$ cat config.mk
export PLATFORM = sky130hd
export DESIGN_NAME = draw_scheduler
export DESIGN_NICKNAME = d
export VERILOG_FILES = /design/src/rtl/draw_scheduler_pkg.sv /design/src/rtl/draw_mux.sv /design/src/rtl/draw_scheduler.sv
export SDC_FILE = /design/constraint.sdc
export NUM_CORES = 1
export LEC_CHECK = 0
export CORE_UTILIZATION = 42
export DETAILED_ROUTE_END_ITERATION = 6
export PLACE_DENSITY = 0.79
export SLEW_MARGIN = 20
export SYNTH_ARGS = -nofsm -noshare
export SYNTH_HDL_FRONTEND = slang
export SYNTH_SLANG_ARGS = --single-unit
$ cat constraint.sdc
create_clock -name clk -period 4.6 [get_ports clk]
set_input_delay 0.92 -clock clk [delete_from_list [all_inputs] [get_ports clk]]
set_output_delay 0.92 -clock clk [all_outputs]
set_load 0.02 [all_outputs]
$ cat src/rtl/draw_scheduler_pkg.sv
// Shared definitions for the draw scheduler: FSM states, widths, drawer timing and board geometry.
package draw_scheduler_pkg;

  typedef enum logic [2:0] {
    S_IDLE  = 3'd0,
    S_BOARD = 3'd1,
    S_GAP   = 3'd2,
    S_ERASE = 3'd3,
    S_DRAW  = 3'd4,
    S_FIN   = 3'd5
  } state_t;

  localparam int X_W             = 8;
  localparam int Y_W             = 7;
  localparam int COLOUR_W        = 6;
  localparam int PHASE_W         = 13;
  localparam int TET_CYCLES_DEF  = 64;
  localparam int WDOG_CYCLES_DEF = 8191;
  localparam int BOARD_COLS      = 10;
  localparam int BOARD_ROWS      = 25;

  typedef struct packed {
    logic [2:0] block;
    logic [1:0] rot;
    logic [4:0] x;
    logic [5:0] y;
  } piece_t;

endpackage

$ cat src/rtl/draw_mux.sv
// Selects the active drawer's pixel stream onto the VGA write port and derives the plot strobe.
module draw_mux
  import draw_scheduler_pkg::*;
#(
  parameter int TET_CYCLES = TET_CYCLES_DEF
) (
  input  state_t              state,
  input  logic [PHASE_W-1:0]  phase,
  input  logic [X_W-1:0]      brd_x,
  input  logic [Y_W-1:0]      brd_y,
  input  logic [COLOUR_W-1:0] brd_colour,
  input  logic [X_W-1:0]      tet_vx,
  input  logic [Y_W-1:0]      tet_vy,
  input  logic [COLOUR_W-1:0] tet_colour,
  output logic [X_W-1:0]      vga_x,
  output logic [Y_W-1:0]      vga_y,
  output logic [COLOUR_W-1:0] vga_colour,
  output logic                vga_plot
);

  // Drawer outputs are registered, so phase 0 of every pass carries no valid pixel.
  always_comb begin
    vga_x      = '0;
    vga_y      = '0;
    vga_colour = '0;
    vga_plot   = 1'b0;
    case (state)
      S_BOARD: begin
        vga_x      = brd_x;
        vga_y      = brd_y;
        vga_colour = brd_colour;
        vga_plot   = (phase != '0);
      end
      S_ERASE, S_DRAW: begin
        vga_x      = tet_vx;
        vga_y      = tet_vy;
        vga_colour = tet_colour;
        vga_plot   = (phase != '0) && (phase <= PHASE_W'(TET_CYCLES));
      end
      default: ;
    endcase
  end

endmodule

$ cat src/rtl/draw_scheduler.sv
// Owns the single VGA write port: serialises board redraws and piece erase/draw passes,
// with a per-phase watchdog and a shadow copy of the last piece actually drawn.
module draw_scheduler
  import draw_scheduler_pkg::*;
#(
  parameter int WDOG_CYCLES = WDOG_CYCLES_DEF,
  parameter int TET_CYCLES  = TET_CYCLES_DEF
) (
  input  logic                clk,
  input  logic                resetn,
  input  logic                board_req,
  input  logic                piece_req,
  input  logic [2:0]          piece_block,
  input  logic [1:0]          piece_rot,
  input  logic [4:0]          piece_x,
  input  logic [5:0]          piece_y,
  output logic                ack,
  output logic                busy,
  output logic                done,
  output logic                err,
  output logic                brd_en,
  input  logic [X_W-1:0]      brd_x,
  input  logic [Y_W-1:0]      brd_y,
  input  logic [COLOUR_W-1:0] brd_colour,
  input  logic                brd_complete,
  output logic                tet_en,
  output logic                tet_clear,
  output logic [2:0]          tet_block,
  output logic [1:0]          tet_rot,
  output logic [4:0]          tet_x,
  output logic [5:0]          tet_y,
  input  logic [X_W-1:0]      tet_vx,
  input  logic [Y_W-1:0]      tet_vy,
  input  logic [COLOUR_W-1:0] tet_colour,
  input  logic                tet_complete,
  output logic [X_W-1:0]      vga_x,
  output logic [Y_W-1:0]      vga_y,
  output logic [COLOUR_W-1:0] vga_colour,
  output logic                vga_plot
);

  state_t             state;
  logic [PHASE_W-1:0] phase;
  piece_t             shadow;
  piece_t             new_piece;
  logic               shadow_valid;
  logic               wdog_hit;
  piece_t             tet_piece;

  assign wdog_hit = (phase == PHASE_W'(WDOG_CYCLES));

  always_ff @(posedge clk or negedge resetn) begin
    if (!resetn) begin
      state        <= S_IDLE;
      phase        <= '0;
      ack          <= 1'b0;
      err          <= 1'b0;
      shadow       <= '0;
      new_piece    <= '0;
      shadow_valid <= 1'b0;
    end else begin
      ack <= 1'b0;
      if (!wdog_hit) phase <= phase + 1'b1;
      case (state)
        S_IDLE: begin
          if (board_req) begin
            state <= S_BOARD;
            phase <= '0;
            ack   <= 1'b1;
          end else if (piece_req) begin
            new_piece <= '{block: piece_block, rot: piece_rot, x: piece_x, y: piece_y};
            state     <= shadow_valid ? S_ERASE : S_DRAW;
            phase     <= '0;
            ack       <= 1'b1;
          end
        end
        S_BOARD: begin
          // A full redraw paints over whatever piece was on screen.
          if (brd_complete) begin
            state        <= S_FIN;
            phase        <= '0;
            shadow_valid <= 1'b0;
          end else if (wdog_hit) begin
            state <= S_FIN;
            phase <= '0;
            err   <= 1'b1;
          end
        end
        S_ERASE: begin
          if (tet_complete) begin
            state <= S_GAP;
            phase <= '0;
          end else if (wdog_hit) begin
            state <= S_FIN;
            phase <= '0;
            err   <= 1'b1;
          end
        end
        S_GAP: begin
          // One idle cycle lets the tetromino drawer re-arm its pixel counter.
          state <= S_DRAW;
          phase <= '0;
        end
        S_DRAW: begin
          if (tet_complete) begin
            shadow       <= new_piece;
            shadow_valid <= 1'b1;
            state        <= S_FIN;
            phase        <= '0;
          end else if (wdog_hit) begin
            state <= S_FIN;
            phase <= '0;
            err   <= 1'b1;
          end
        end
        S_FIN: begin
          state <= S_IDLE;
          phase <= '0;
        end
        default: begin
          state <= S_IDLE;
          phase <= '0;
        end
      endcase
    end
  end

  assign busy      = (state != S_IDLE);
  assign done      = (state == S_FIN);
  assign brd_en    = (state == S_BOARD);
  assign tet_en    = (state == S_ERASE) || (state == S_DRAW);
  assign tet_clear = (state == S_ERASE);

  always_comb begin
    tet_piece = '0;
    if (state == S_ERASE)     tet_piece = shadow;
    else if (state == S_DRAW) tet_piece = new_piece;
  end

  assign tet_block = tet_piece.block;
  assign tet_rot   = tet_piece.rot;
  assign tet_x     = tet_piece.x;
  assign tet_y     = tet_piece.y;

  draw_mux #(
    .TET_CYCLES (TET_CYCLES)
  ) u_mux (
    .state      (state),
    .phase      (phase),
    .brd_x      (brd_x),
    .brd_y      (brd_y),
    .brd_colour (brd_colour),
    .tet_vx     (tet_vx),
    .tet_vy     (tet_vy),
    .tet_colour (tet_colour),
    .vga_x      (vga_x),
    .vga_y      (vga_y),
    .vga_colour (vga_colour),
    .vga_plot   (vga_plot)
  );

endmodule

## Word-level counts from Yosys, hierarchy flattened

Cells that the tools add are included.
W data, S select, Z words.

| cells by class | value |
|---|---|
| $add $sub $neg | 1 |
| order comparisons | 1 |
| eq/ne operators | 11 |
| muxes and demuxes | 31 |
| bitwise operators | 1 |
| reductions and logical operators | 12 |

Operators by type and width:

| kind | count |
|---|---|
| $mux W13 | 6 |
| $pmux W13 S3 | 1 |
| $mux W16 | 2 |
| $mux W3 | 7 |
| $pmux W8 S2 | 1 |
| $pmux W3 S5 | 1 |
| $pmux W7 S2 | 1 |
| $add A13 B1 Y13 const B | 1 |
| $eq A13 B13 Y1 const B | 1 |
| $le A13 B7 Y1 const B | 1 |
| $reduce_bool A13 Y1 | 1 |
| $pmux W6 S2 | 1 |
| $reduce_and A3 Y1 | 3 |
| $mux W1 | 8 |
| $eq A3 B2 Y1 const B | 2 |
| $eq A3 B3 Y1 const B | 2 |
| $ne A2 B2 Y1 const B | 3 |
| $pmux W1 S2 | 3 |
| $reduce_bool A2 Y1 | 2 |
| $eq A3 B1 Y1 const B | 1 |
| $logic_not A3 Y1 | 1 |
| $ne A3 B3 Y1 const B | 1 |
| $reduce_bool A3 Y1 | 1 |
| $ne A2 B1 Y1 const B | 1 |
| other kinds (5) | 5 |

| word-level totals | value |
|---|---|
| bits in registers | 51 |
| output and inout bits | 45 |
| logic and storage cells | 70 |

## Logic depth before layout (Yosys ltp)

Gate-level depths: netlist of run 1.

| depth | value |
|---|---|
| depth after elaboration | 5 |
| mapped depth | 7 |
| gate-level depth less buffers | 7 |

## Cells and area by module

From an unflattened synthesis of run 1, not the netlist that was laid out.

| unflattened totals | value |
|---|---|
| cell total of the unflattened synthesis | 249 |
| area total of the unflattened synthesis | 2796.4 um2 |

By module, submodules not included:

| module | instances | cells an instance | area an instance (um2) |
|---|---|---|---|
| draw_scheduler | 1 | 210 | 2486.1 |
| draw_mux | 1 | 39 | 310.3 |

## Worst setup path before layout of run 1

No wires, ideal clock.

| path | value |
|---|---|
| path kind | register to output |
| from | reg phase[8] |
| to | out vga_plot |
| arrival | 1616 ps |
| data required time | 3680 ps |
| slack | 2064 ps |
| stages on the path, launching flop included | 4 |
| cells stage by stage | dfrtp_1 or4_1 a2111oi_0 o22a_1 |

| on the way | value |
|---|---|
| longest elaborated chain between the ends | 3 |
| elaborated cells between the ends (all ways) | 4 |
| those cells by class | order compare: 1; mux: 1; reduce/logical: 2 |

Ends and longest elaborated chain:

| what | line | RTL |
|---|---|---|
| from (decl) | draw_scheduler.sv:43 | `logic [PHASE_W-1:0] phase;` |
| from (signal assigned) | draw_scheduler.sv:63 | `if (!wdog_hit) phase <= phase + 1'b1;` |
| $le A13 B7 Y1 / $reduce_bool A13 Y1 (equally long branches) | draw_mux.sv:38, draw_mux.sv:32 |  |
| $logic_and A1 B1 Y1 | draw_mux.sv:38 | `vga_plot = (phase != '0) && (phase <= PHASE_W'(TET_CYCLES));` |
| $pmux W1 S2 (*) | draw_mux.sv:27 | `case (state)` |
| to (decl) | draw_scheduler.sv:39 | `output logic vga_plot` |

Mark *: on every way between the ends. The rest lies on a longest branch, timed or not.

## Worst setup path in the final report of run 1

| path | value |
|---|---|
| from | reg state[1] |
| to | out vga_x[4] |

| on the way | value |
|---|---|
| longest elaborated chain between the ends | 3 |
| elaborated cells between the ends (all ways) | 5 |
| those cells by class | eq/ne: 3; mux: 1; reduce/logical: 1 |

Ends and longest elaborated chain:

| what | line | RTL |
|---|---|---|
| from (decl) | draw_scheduler.sv:42 | `state_t state;` |
| from (signal assigned) | draw_scheduler.sv:72 | `state <= shadow_valid ? S_ERASE : S_DRAW;` |
| $eq A3 B2 Y1 / $eq A3 B3 Y1 (equally long branches) | draw_mux.sv:27 |  |
| $reduce_or A2 Y1 (no line) | n/a |  |
| $pmux W8 S2 (*) | draw_mux.sv:27 |  |
| to (decl) | draw_scheduler.sv:36 | `output logic [X_W-1:0] vga_x,` |

Marked as above.

==> results of run 1 <==
[cell families (layout without fill, tap and decap cells)]
family	after synthesis	count (layout)	synth area share (%)
fa+ha+maj	3	3	1.381
xor+xnor	1	1	0.3223
simple gates	50	50	11.00
compound gates	72	72	21.59
flops	51	51	46.96
buf+inv	26	130	4.742
mux	34	34	14.00
[cell usage after synthesis (2+ instances only)]
cell type	number
nor3_1	4
buf_6	3
inv_1	12
a21oi_1	7
dfrtp_1	51
nor2_1	14
a2111oi_0	2
nor4_1	2
a211oi_2	4
clkbuf_1	2
nand3_1	6
nand4_1	2
buf_1	2
and2_1	2
buf_2	7
nand2_1	5
mux2_2	32
and3_1	2
a22o_1	37
a311oi_1	2
or3_4	2
a31oi_1	3
o21ai_0	6
nor3b_1	2
ha_1	3
mux2i_1	2
[power breakdown]
group	total [W]	switching [W]	internal (W)
Sequential	0.000742	0.000123	0.000619
Combinational	0.00136	0.000646	0.000712
Clock	0.000270	0.000146	0.000124
Total	0.00237	0.000915	0.00145
[routing by layer]
| layer | global-route usage [%] | up-vias | wire length (um) |
|---|---|---|---|
| met5 | 0 | - | 0 |
| li1 | - | 1110 | - |
| met1 | 24.12 | 1100 | 2830 |
| met2 | 37.60 | 96 | 3360 |
| met3 | 6.264 | 5 | 720 |
| met4 | 5.088 | 0 | 37 |
[stage by stage]
step | utilization, % | worst slack [ns]
finish | 64.33 | 0.8620
global route | 64.33 | 0.6943
CTS | 64.33 | 0.8477
detailed placement | 62.77 | 1.195
global placement | 62.73 | 1.243
floorplan | - | 2.064
[area by class of cell]
class	instances	area [um2]
Clock buffer	7	86.33
Clock inverter	1	8.758
Fill cell	509	2175
Inverter	12	45.04
Multi-Input combinational cell	160	1318
Sequential cell	51	1276
Tap cell	75	93.84
Timing Repair Buffer	110	1094
[worst min-delay path by stage]
stage / start / end / cells past startpoint
finish: err$_DFFE_PN0P_ / err$_DFFE_PN0P_ / 1
CTS: err$_DFFE_PN0P_ / err$_DFFE_PN0P_ / 1
global route: err$_DFFE_PN0P_ / err$_DFFE_PN0P_ / 1
detailed placement: err$_DFFE_PN0P_ / err$_DFFE_PN0P_ / 1
global placement: err$_DFFE_PN0P_ / err$_DFFE_PN0P_ / 1
floorplan: shadow[0]$_DFFE_PN0P_ / shadow[0]$_DFFE_PN0P_ / 1
[registers in the layout (all words and copies together) (netlist names)]
name          flops
shadow_valid      1
shadow           16
err               1
phase            13
new_piece        16
ack               1
state             3
[worst max-delay path: cells and delay by family (launching register included)]
| kind | cells | cell delay (ns) |
|---|---|---|
| flops | 1 | 0.55 |
| buf+inv | 2 | 1.09 |
| simple gates | 2 | 0.63 |
| compound gates | 1 | 0.24 |
==> flow_summary_export.csv, run 1 <==
group,metric,value,unit
die,row_count,28,
finish,finalNonFillerCells,416,
sta,hold_viol_final,0,
worst_setup_path,start_kind,"flop",
routing,drcViolationCount,0,
routing,drt_iter0_drc,131,
placed_design,hpwl,5009,um
sta,fin_crit,3.738,ns
logic_synthesis,syn_inst,237,
sta,setup_viol,0,
grt,overflow,0,
placed_design,place_congestion,0.8506,
sta,final.period_utilization,81.26,%
worst_setup_path,ff2ff_path_depth,6,
die,die_y,82.44,um
worst_setup_path,reg2reg_slack,2.35,ns
worst_setup_path,cp-end-kind,"output port",
routing,ant_nets,0,
finish,final_common_cell,"clkdlybuf4s50_1",
clock_network,numCtsBuffers,5,
die,io_pins,109,
grt,grt_pass1_vias,2228,
clock_network,tritoncts,"done",
grt,antenna_found_initial,0,
logic_synthesis,synth_ff_type,"dfrtp_1",
grt,grt_usage,20.89,%
worst_setup_path,cp.required,3.68,ns
finish,num-nets-final,407,
worst_setup_path,crit_arrival,2.82,ns
clock_network,clk_path_buf_depth,2,
finish,layout_common_cells,"clkdlybuf4s50_1 (107), dfrtp_1 (51), a22o_1 (37)",
sta,slew_viol_final,0,
power,p_total,0.002369,W
worst_setup_path,crit_path_top_delay_cell,"clkdlybuf4s50_1",
sta,hold_slack,0.4975,ns
logic_synthesis,synth_fp_nets,304,
logic_synthesis,synth-seq-area-share,46.96,%
placed_design,dp.cells,408,
grt,grt_pass1_wl,10480,um
placed_design,io_buffer_count,108,
sta,relSlewSlack,47.18,%
die,die-width,82.44,um
clock_network,cts_setup_buffers,0,
logic_synthesis,yosys_warnings,0,
routing,wl,6948,um
sta,rsz0062_at_grt,"no",
finish,area_delta_synth_final,44.29,%
power,leakage,1.612,nW
clock_network,cts-resized-gates,0,
routing,viasPerCell,5.555,
sta,finalClockSkew,0.005331,ns
power,pwr_density_cell,604.2,nW/um2
die,core,6096,um2
routing,num_vias,2311,
logic_synthesis,synth_area_per_cell,11.47,um2
job,max_cap_violations,0,
sta,worstMarginPinSlew,0.7923,ns
sta,setup_tns,0,ns
logic_synthesis,synth_edf_count,0,
worst_setup_path,cp-startpoint,"state[1]$_DFFE_PN0P_",
outcome,status,"finished, final reports clean",
logic_synthesis,yosys.area.top_type_share,46.96,%
clock_network,insertion_delay,0.30,ns
worst_setup_path,path_max_fanout,22,
routing,dr.pass1.iters,4,
clock_network,cts_root_buf,"clkbuf_8",
clock_network,cts_sinks,51,
worst_setup_path,crit_path_cell_trace,"and3b_2, nor2_1, inv_1, a22o_1, clkdlybuf4s50_1",
logic_synthesis,synth_async_sr_flop_share,100.0,%
worst_setup_path,reg2reg_to,"phase[0]$_DFF_PN0_",
worst_setup_path,slowest_delay,0.61,ns
logic_synthesis,netlist_area,2718,um2
power,vdd_drop_max,0.4395,mV
routing,wire_per_inst,16.70,um
die,die_area,6796,um2
finish,layout.cell_area.non_filler,3921,um2
die,start_util,44.58,%
logic_synthesis,yosys-top-cells-area,"dfrtp_1 (47%), mux2_2 (13%), a22o_1 (12%)",
logic_synthesis,yosysUniqueCellTypes,47,
hold_path,hold_path_class,"reg2reg",
placed_design,post_dp_cell_area,3826,um2
clock_network,clk_pin_slew_worst_paths,0.09,ns
worst_setup_path,r2r-start,"phase[0]$_DFF_PN0_",
logic_synthesis,synth_top_area_cell,"dfrtp_1",
worst_setup_path,crit_path_end,"vga_x[4]",
grt,grt_max_degree,52,
clock_network,postCtsHoldBufs,0,
worst_setup_path,crit_type,"reg2out",
clock_network,cts-htree-levels,2,
finish,antenna_cells,0,
logic_synthesis,synth.ff_latch_count,51,
sta,fmax,0.2675,GHz
finish,drive_above_1_share,16.72,%
Power figures use the tool's default switching activity.
==> run 2: changes to the inputs <==
- clock period: 4.6 -> 3.5 ns (I/O delays scaled with it)
==> run 2 against run 1 <==
Compared with the run above: wire length fell by 1.4%; worst hold slack got worse by 0.089 ns; cell count rose by 0.48%; via count rose by 0.43%; global-route usage fell by 0.30 points; critical path depth fell by 1; combinational power rose by 32%; worst setup slack got worse by 0.60 ns; non-clock buffer count rose by 2; cell area rose by 0.89%; largest cell class unchanged; largest power group unchanged.
==> flow_summary_export.csv, run 2 (synthesis results as in run 1) <==
group,metric,value,unit
worst_setup_path,start_kind,"flop",
sta,rsz0062_at_grt,"no",
finish,drive_above_1_share,17.49,%
hold_path,hold_path_class,"in2async",
routing,met3_length,825,um
sta,timing.final.ws_setup,0.2612,ns
finish,largest_registers,"new_piece: 16 flops, shadow: 16 flops, phase: 13 flops",
placed_design,place_congestion,0.8333,
finish,fillers,513,
worst_setup_path,cp.required,2.80,ns
sta,setup_tns,0,ns
clock_network,clk_path_buf_depth,2,
worst_setup_path,r2r-start,"phase[1]$_DFF_PN0_",
die,die-width,82.44,um
routing,met1Wirelength,2594,um
clock_network,insertion_delay,0.30,ns
clock_network,cts-htree-levels,2,
worst_setup_path,reg2reg_slack,1.22,ns
clock_network,cts_sinks,51,
power,pwr_density_cell,802.8,nW/um2
clock_network,tritoncts,"done",
die,start_util,44.58,%
grt,grt_pass1_wl,10420,um
finish,num-nets-final,409,
worst_setup_path,path_buf_inv,1,
routing,dr.max_layer_used,"met4",
grt,grt_pass1_vias,2238,
worst_setup_path,path_max_fanout,8,
finish,layout_common_cells,"clkdlybuf4s50_1 (107), dfrtp_1 (51), a22o_1 (37)",
die,core,6096,um2
die,die_area,6796,um2
job,max_cap_violations,0,
worst_setup_path,reg2reg_to,"phase[0]$_DFF_PN0_",
worst_setup_path,cp_top_family,"compound AO/OA/AOI/OAI gates",
power,leakage,1.629,nW
clock_network,cts_root_buf,"clkbuf_8",
routing,wire_per_inst,16.39,um
worst_setup_path,crit_path_top_delay_cell,"clkdlybuf4s50_1",
finish,antenna_cells,0,
power,vdd_drop_max,0.5025,mV
routing,wl,6850,um
routing,dr_wl_met2,3388,um
placed_design,post-place-ws,0.6166,ns
sta,worstMarginPinSlew,0.6417,ns
clock_network,numCtsBuffers,5,
clock_network,clk_pin_slew_worst_paths,0.09,ns
sta,final.period_utilization,92.54,%
sta,fin_crit,3.239,ns
sta,setup_viol,0,
clock_network,cts_setup_buffers,0,
grt,antenna_found_initial,0,
routing,num_vias,2321,
finish,area_delta_synth_final,45.58,%
grt,overflow,0,
worst_setup_path,ff2ff_path_depth,6,
clock_network,postCtsHoldBufs,0,
die,io_pins,109,
routing,dr.pass1.iters,4,
worst_setup_path,cp-startpoint,"phase[8]$_DFF_PN0_",
sta,slew_viol_final,0,
worst_setup_path,crit_arrival,2.54,ns
worst_setup_path,cp-end-kind,"output port",
routing,ant_nets,0,
sta,fmax,0.3088,GHz
worst_setup_path,crit_type,"reg2out",
sta,relSlewSlack,57.18,%
placed_design,io_buffer_count,108,
worst_setup_path,crit_path_cell_trace,"or4_1, a2111oi_0, o22a_1, clkdlybuf4s50_1",
die,row_count,28,
finish,final_common_cell,"clkdlybuf4s50_1",
placed_design,hpwl,5095,um
grt,grt_usage,20.60,%
routing,drcViolationCount,0,
routing,viasPerCell,5.553,
grt,grt_max_degree,52,
die,die_y,82.44,um
sta,finalClockSkew,0.004592,ns
outcome,status,"finished, final reports clean",
clock_network,cts-resized-gates,0,
routing,drt_iter0_drc,114,
power,p_total,0.003176,W
worst_setup_path,slowest_delay,0.61,ns
sta,hold_viol_final,0,
## run 2: layout make-up
class,instances,area (um2),area share (%)
multi-input cells,160,1318,33.30
flip-flops and latches,51,1276,32.26
repair buffers,112,1109,28.02
well taps,75,93.84,2.372
clock buffers,5,68.82,1.739
clock inverters,3,46.29,1.170
inverters,12,45.04,1.139
## run 2: worst max path at each step
stage	slack (ns)	cells past startpoint	to
2_1_floorplan	1.18	3	vga_plot
3_3_place_gp	0.63	4	vga_plot
3_5_place_dp	0.62	4	vga_plot
4_1_cts	0.27	4	vga_plot
5_1_grt	0.04	4	vga_plot
6_report	0.26	4	vga_plot
## run 2: power breakdown
part / switching, W / leakage (nW) / internal [W]
clock: 0.000196 / 0.0548 / 0.000215
sequential: 0.000162 / 0.640 / 0.000814
combinational: 0.000847 / 0.934 / 0.000942
total: 0.00121 / 1.63 / 0.00197
## run 2: worst reg2reg max path, delay by kind of cell, from the launching register on
family	cells	cell delay [ns]
simple gates	2	0.85
fa+ha+maj	2	0.55
flops	1	0.42
compound gates	1	0.20
buf+inv	1	0.19
## run 2: routing by layer
layer,track usage (%),up-vias
met1,23.11,1087
met2,37.44,120
met3,6.703,7
li1,-,1107
met5,0,-
met4,5.088,0
## run 2: through the flow
step	cell area [um2]	cells	hold WS, ns	util [%]
6_report	3956	418	0.4087	64.90
5_1_grt	3956	418	0.4608	64.90
4_1_cts	3956	418	0.4249	64.90
3_5_place_dp	3841	410	0.4970	63.01
3_3_place_gp	3839	410	0.4901	62.97
2_1_floorplan	2718	237	0.4044	-
==> run 3: changes to the inputs <==
- CORE_UTILIZATION: 42 -> 40
- PLACE_DENSITY: 0.79 -> 0.76
- SLEW_MARGIN: 20 -> 15
==> run 3 against run 2 <==
Compared with the run above: the run now ends with design-rule violations left; maximum frequency is 0.78% higher; worst setup slack better by 0.025 ns; largest cell class unchanged; clock power increased by 15%; die area increased by 4.9%; via count is 0.56% lower; power rose by 2.3%; first-iteration DRC count down 2.6%; register-to-register slack about the same.
==> flow_summary_export.csv, run 3 (synthesis results as in run 1) <==
group,metric,value,unit
hold_path,hold_path_class,"in2async",
worst_setup_path,path_max_fanout,22,
sta,setup_viol,0,
clock_network,cts_sinks,51,
sta,relSlewSlack,56.58,%
clock_network,numCtsBuffers,5,
placed_design,hpwl,5048,um
power,leakage,1.640,nW
clock_network,tritoncts,"done",
routing,viasPerCell,5.495,
worst_setup_path,cp-startpoint,"state[1]$_DFFE_PN0P_",
sta,fmax,0.3112,GHz
placed_design,place_congestion,0.7915,
routing,wire_per_inst,16.45,um
clock_network,cts_root_buf,"clkbuf_8",
grt,overflow,0,
grt,antenna_found_initial,0,
die,start_util,42.08,%
sta,timing.final.ws_setup,0.2862,ns
finish,finalNonFillerCells,420,
placed_design,post-place-ws,0.6093,ns
routing,ant_nets,0,
finish,largest_registers,"new_piece: 16 flops, shadow: 16 flops, phase: 13 flops",
grt,grt_max_degree,52,
worst_setup_path,start_kind,"flop",
finish,antenna_cells,0,
job,max_cap_violations,0,
grt,grt_usage,19.95,%
routing,drcViolationCount,15,
placed_design,io_buffer_count,108,
worst_setup_path,r2r-start,"phase[1]$_DFF_PN0_",
finish,layout_common_cells,"clkdlybuf4s50_1 (107), dfrtp_1 (51), a22o_1 (37)",
routing,drt_iter0_drc,111,
sta,final.period_utilization,91.82,%
routing,dr.pass1.iters,6,
outcome,violations,"design-rule violations",
finish,fillers,567,
sta,hold_slack,0.4212,ns
finish,drive_above_1_share,17.20,%
clock_network,clk_pin_slew_worst_paths,0.09,ns
worst_setup_path,cp.required,2.80,ns
clock_network,insertion_delay,0.30,ns
sta,rsz0062_at_grt,"no",
sta,setup_tns,0,ns
clock_network,cts_setup_buffers,0,
worst_setup_path,crit_arrival,2.51,ns
worst_setup_path,cp-end-kind,"output port",
worst_setup_path,crit_type,"reg2out",
power,pwr_density_cell,817.2,nW/um2
clock_network,clk_path_buf_depth,2,
placed_design,dp.cells,412,
grt,grt_pass1_wl,11420,um
die,die-width,84.43,um
routing,num_vias,2308,
clock_network,cts-resized-gates,0,
sta,worstMarginPinSlew,0.6506,ns
sta,slew_viol_final,0,
die,row_count,29,
routing,wl,6910,um
finish,num-nets-final,409,
grt,grt_pass1_vias,2351,
placed_design,post_dp_cell_area,3841,um2
die,io_pins,109,
die,core,6459,um2
outcome,status,"finished with violations",
sta,hold_viol_final,0,
die,die_area,7128,um2
clock_network,postCtsHoldBufs,0,
die,die_y,84.43,um
clock_network,cts-htree-levels,2,
finish,layout.cell_area.non_filler,3976,um2
sta,fin_crit,3.214,ns
sta,finalClockSkew,0.006903,ns
finish,final_common_cell,"clkdlybuf4s50_1",
finish,area_delta_synth_final,46.32,%
power,vdd_drop_max,0.4717,mV
## run 3: changes by cell type in the layout (fill, tap and decap cells not counted)
cell        delta
bufinv_16      +1
inv_6          -1
clkbuf_1       +1
clkinvlp_4     -1
## run 3: path summary, 6_finish.rpt
kind	endpoint	slack (ns)	cells past startpoint
setup / recovery	vga_y[6]	0.29	5
hold / removal	new_piece[5]$_DFFE_PN0P_	0.42	1
setup reg to reg	phase[0]$_DFF_PN0_	1.22	6
hold reg to reg	shadow[8]$_DFFE_PN0P_	0.51	1
max in group asynchronous	new_piece[3]$_DFFE_PN0P_	2.66	1
min in group clk	shadow[8]$_DFFE_PN0P_	0.51	1
## run 3: layout make-up
class                      count  area (um2)  area share, %
multi-input combinational    160        1318          33.13
sequential                    51        1276          32.10
timing repair buffer         112        1109          27.88
tap                           77       96.34          2.423
clock buffer                   6       72.57          1.825
clock inverter                 2       60.06          1.510
inverter                      12       45.04          1.133
## run 3: critical path, stage by stage, from the launching register on
cell and delay, ns:
dfrtp_1 0.55, and3b_2 0.26, nor2_1 0.06, inv_1 0.49, a22o_1 0.23, clkdlybuf4s50_1 0.61
## run 3: report_power, final
part | switching, W | total (W) | internal (W)
clock network | 0.000187 | 0.000473 | 0.000286
logic | 0.000857 | 0.00180 | 0.000942
registers | 0.000164 | 0.000978 | 0.000814
## run 3: stage by stage
step | total power, W | utilization, %
2_1_floorplan | 0.002076 | -
3_3_place_gp | 0.002752 | 59.47
3_5_place_dp | 0.002791 | 59.47
4_1_cts | 0.003278 | 61.53
5_1_grt | 0.003446 | 61.57
6_report | 0.003250 | 61.57
## run 3: routing by layer
metal	share of wire (%)	routed length, um	GRT usage, %
met1	42	2932	24.78
met2	47	3245	34.65
met3	9.9	684	5.703
met4	0.68	47	4.468
met5	0	0	0
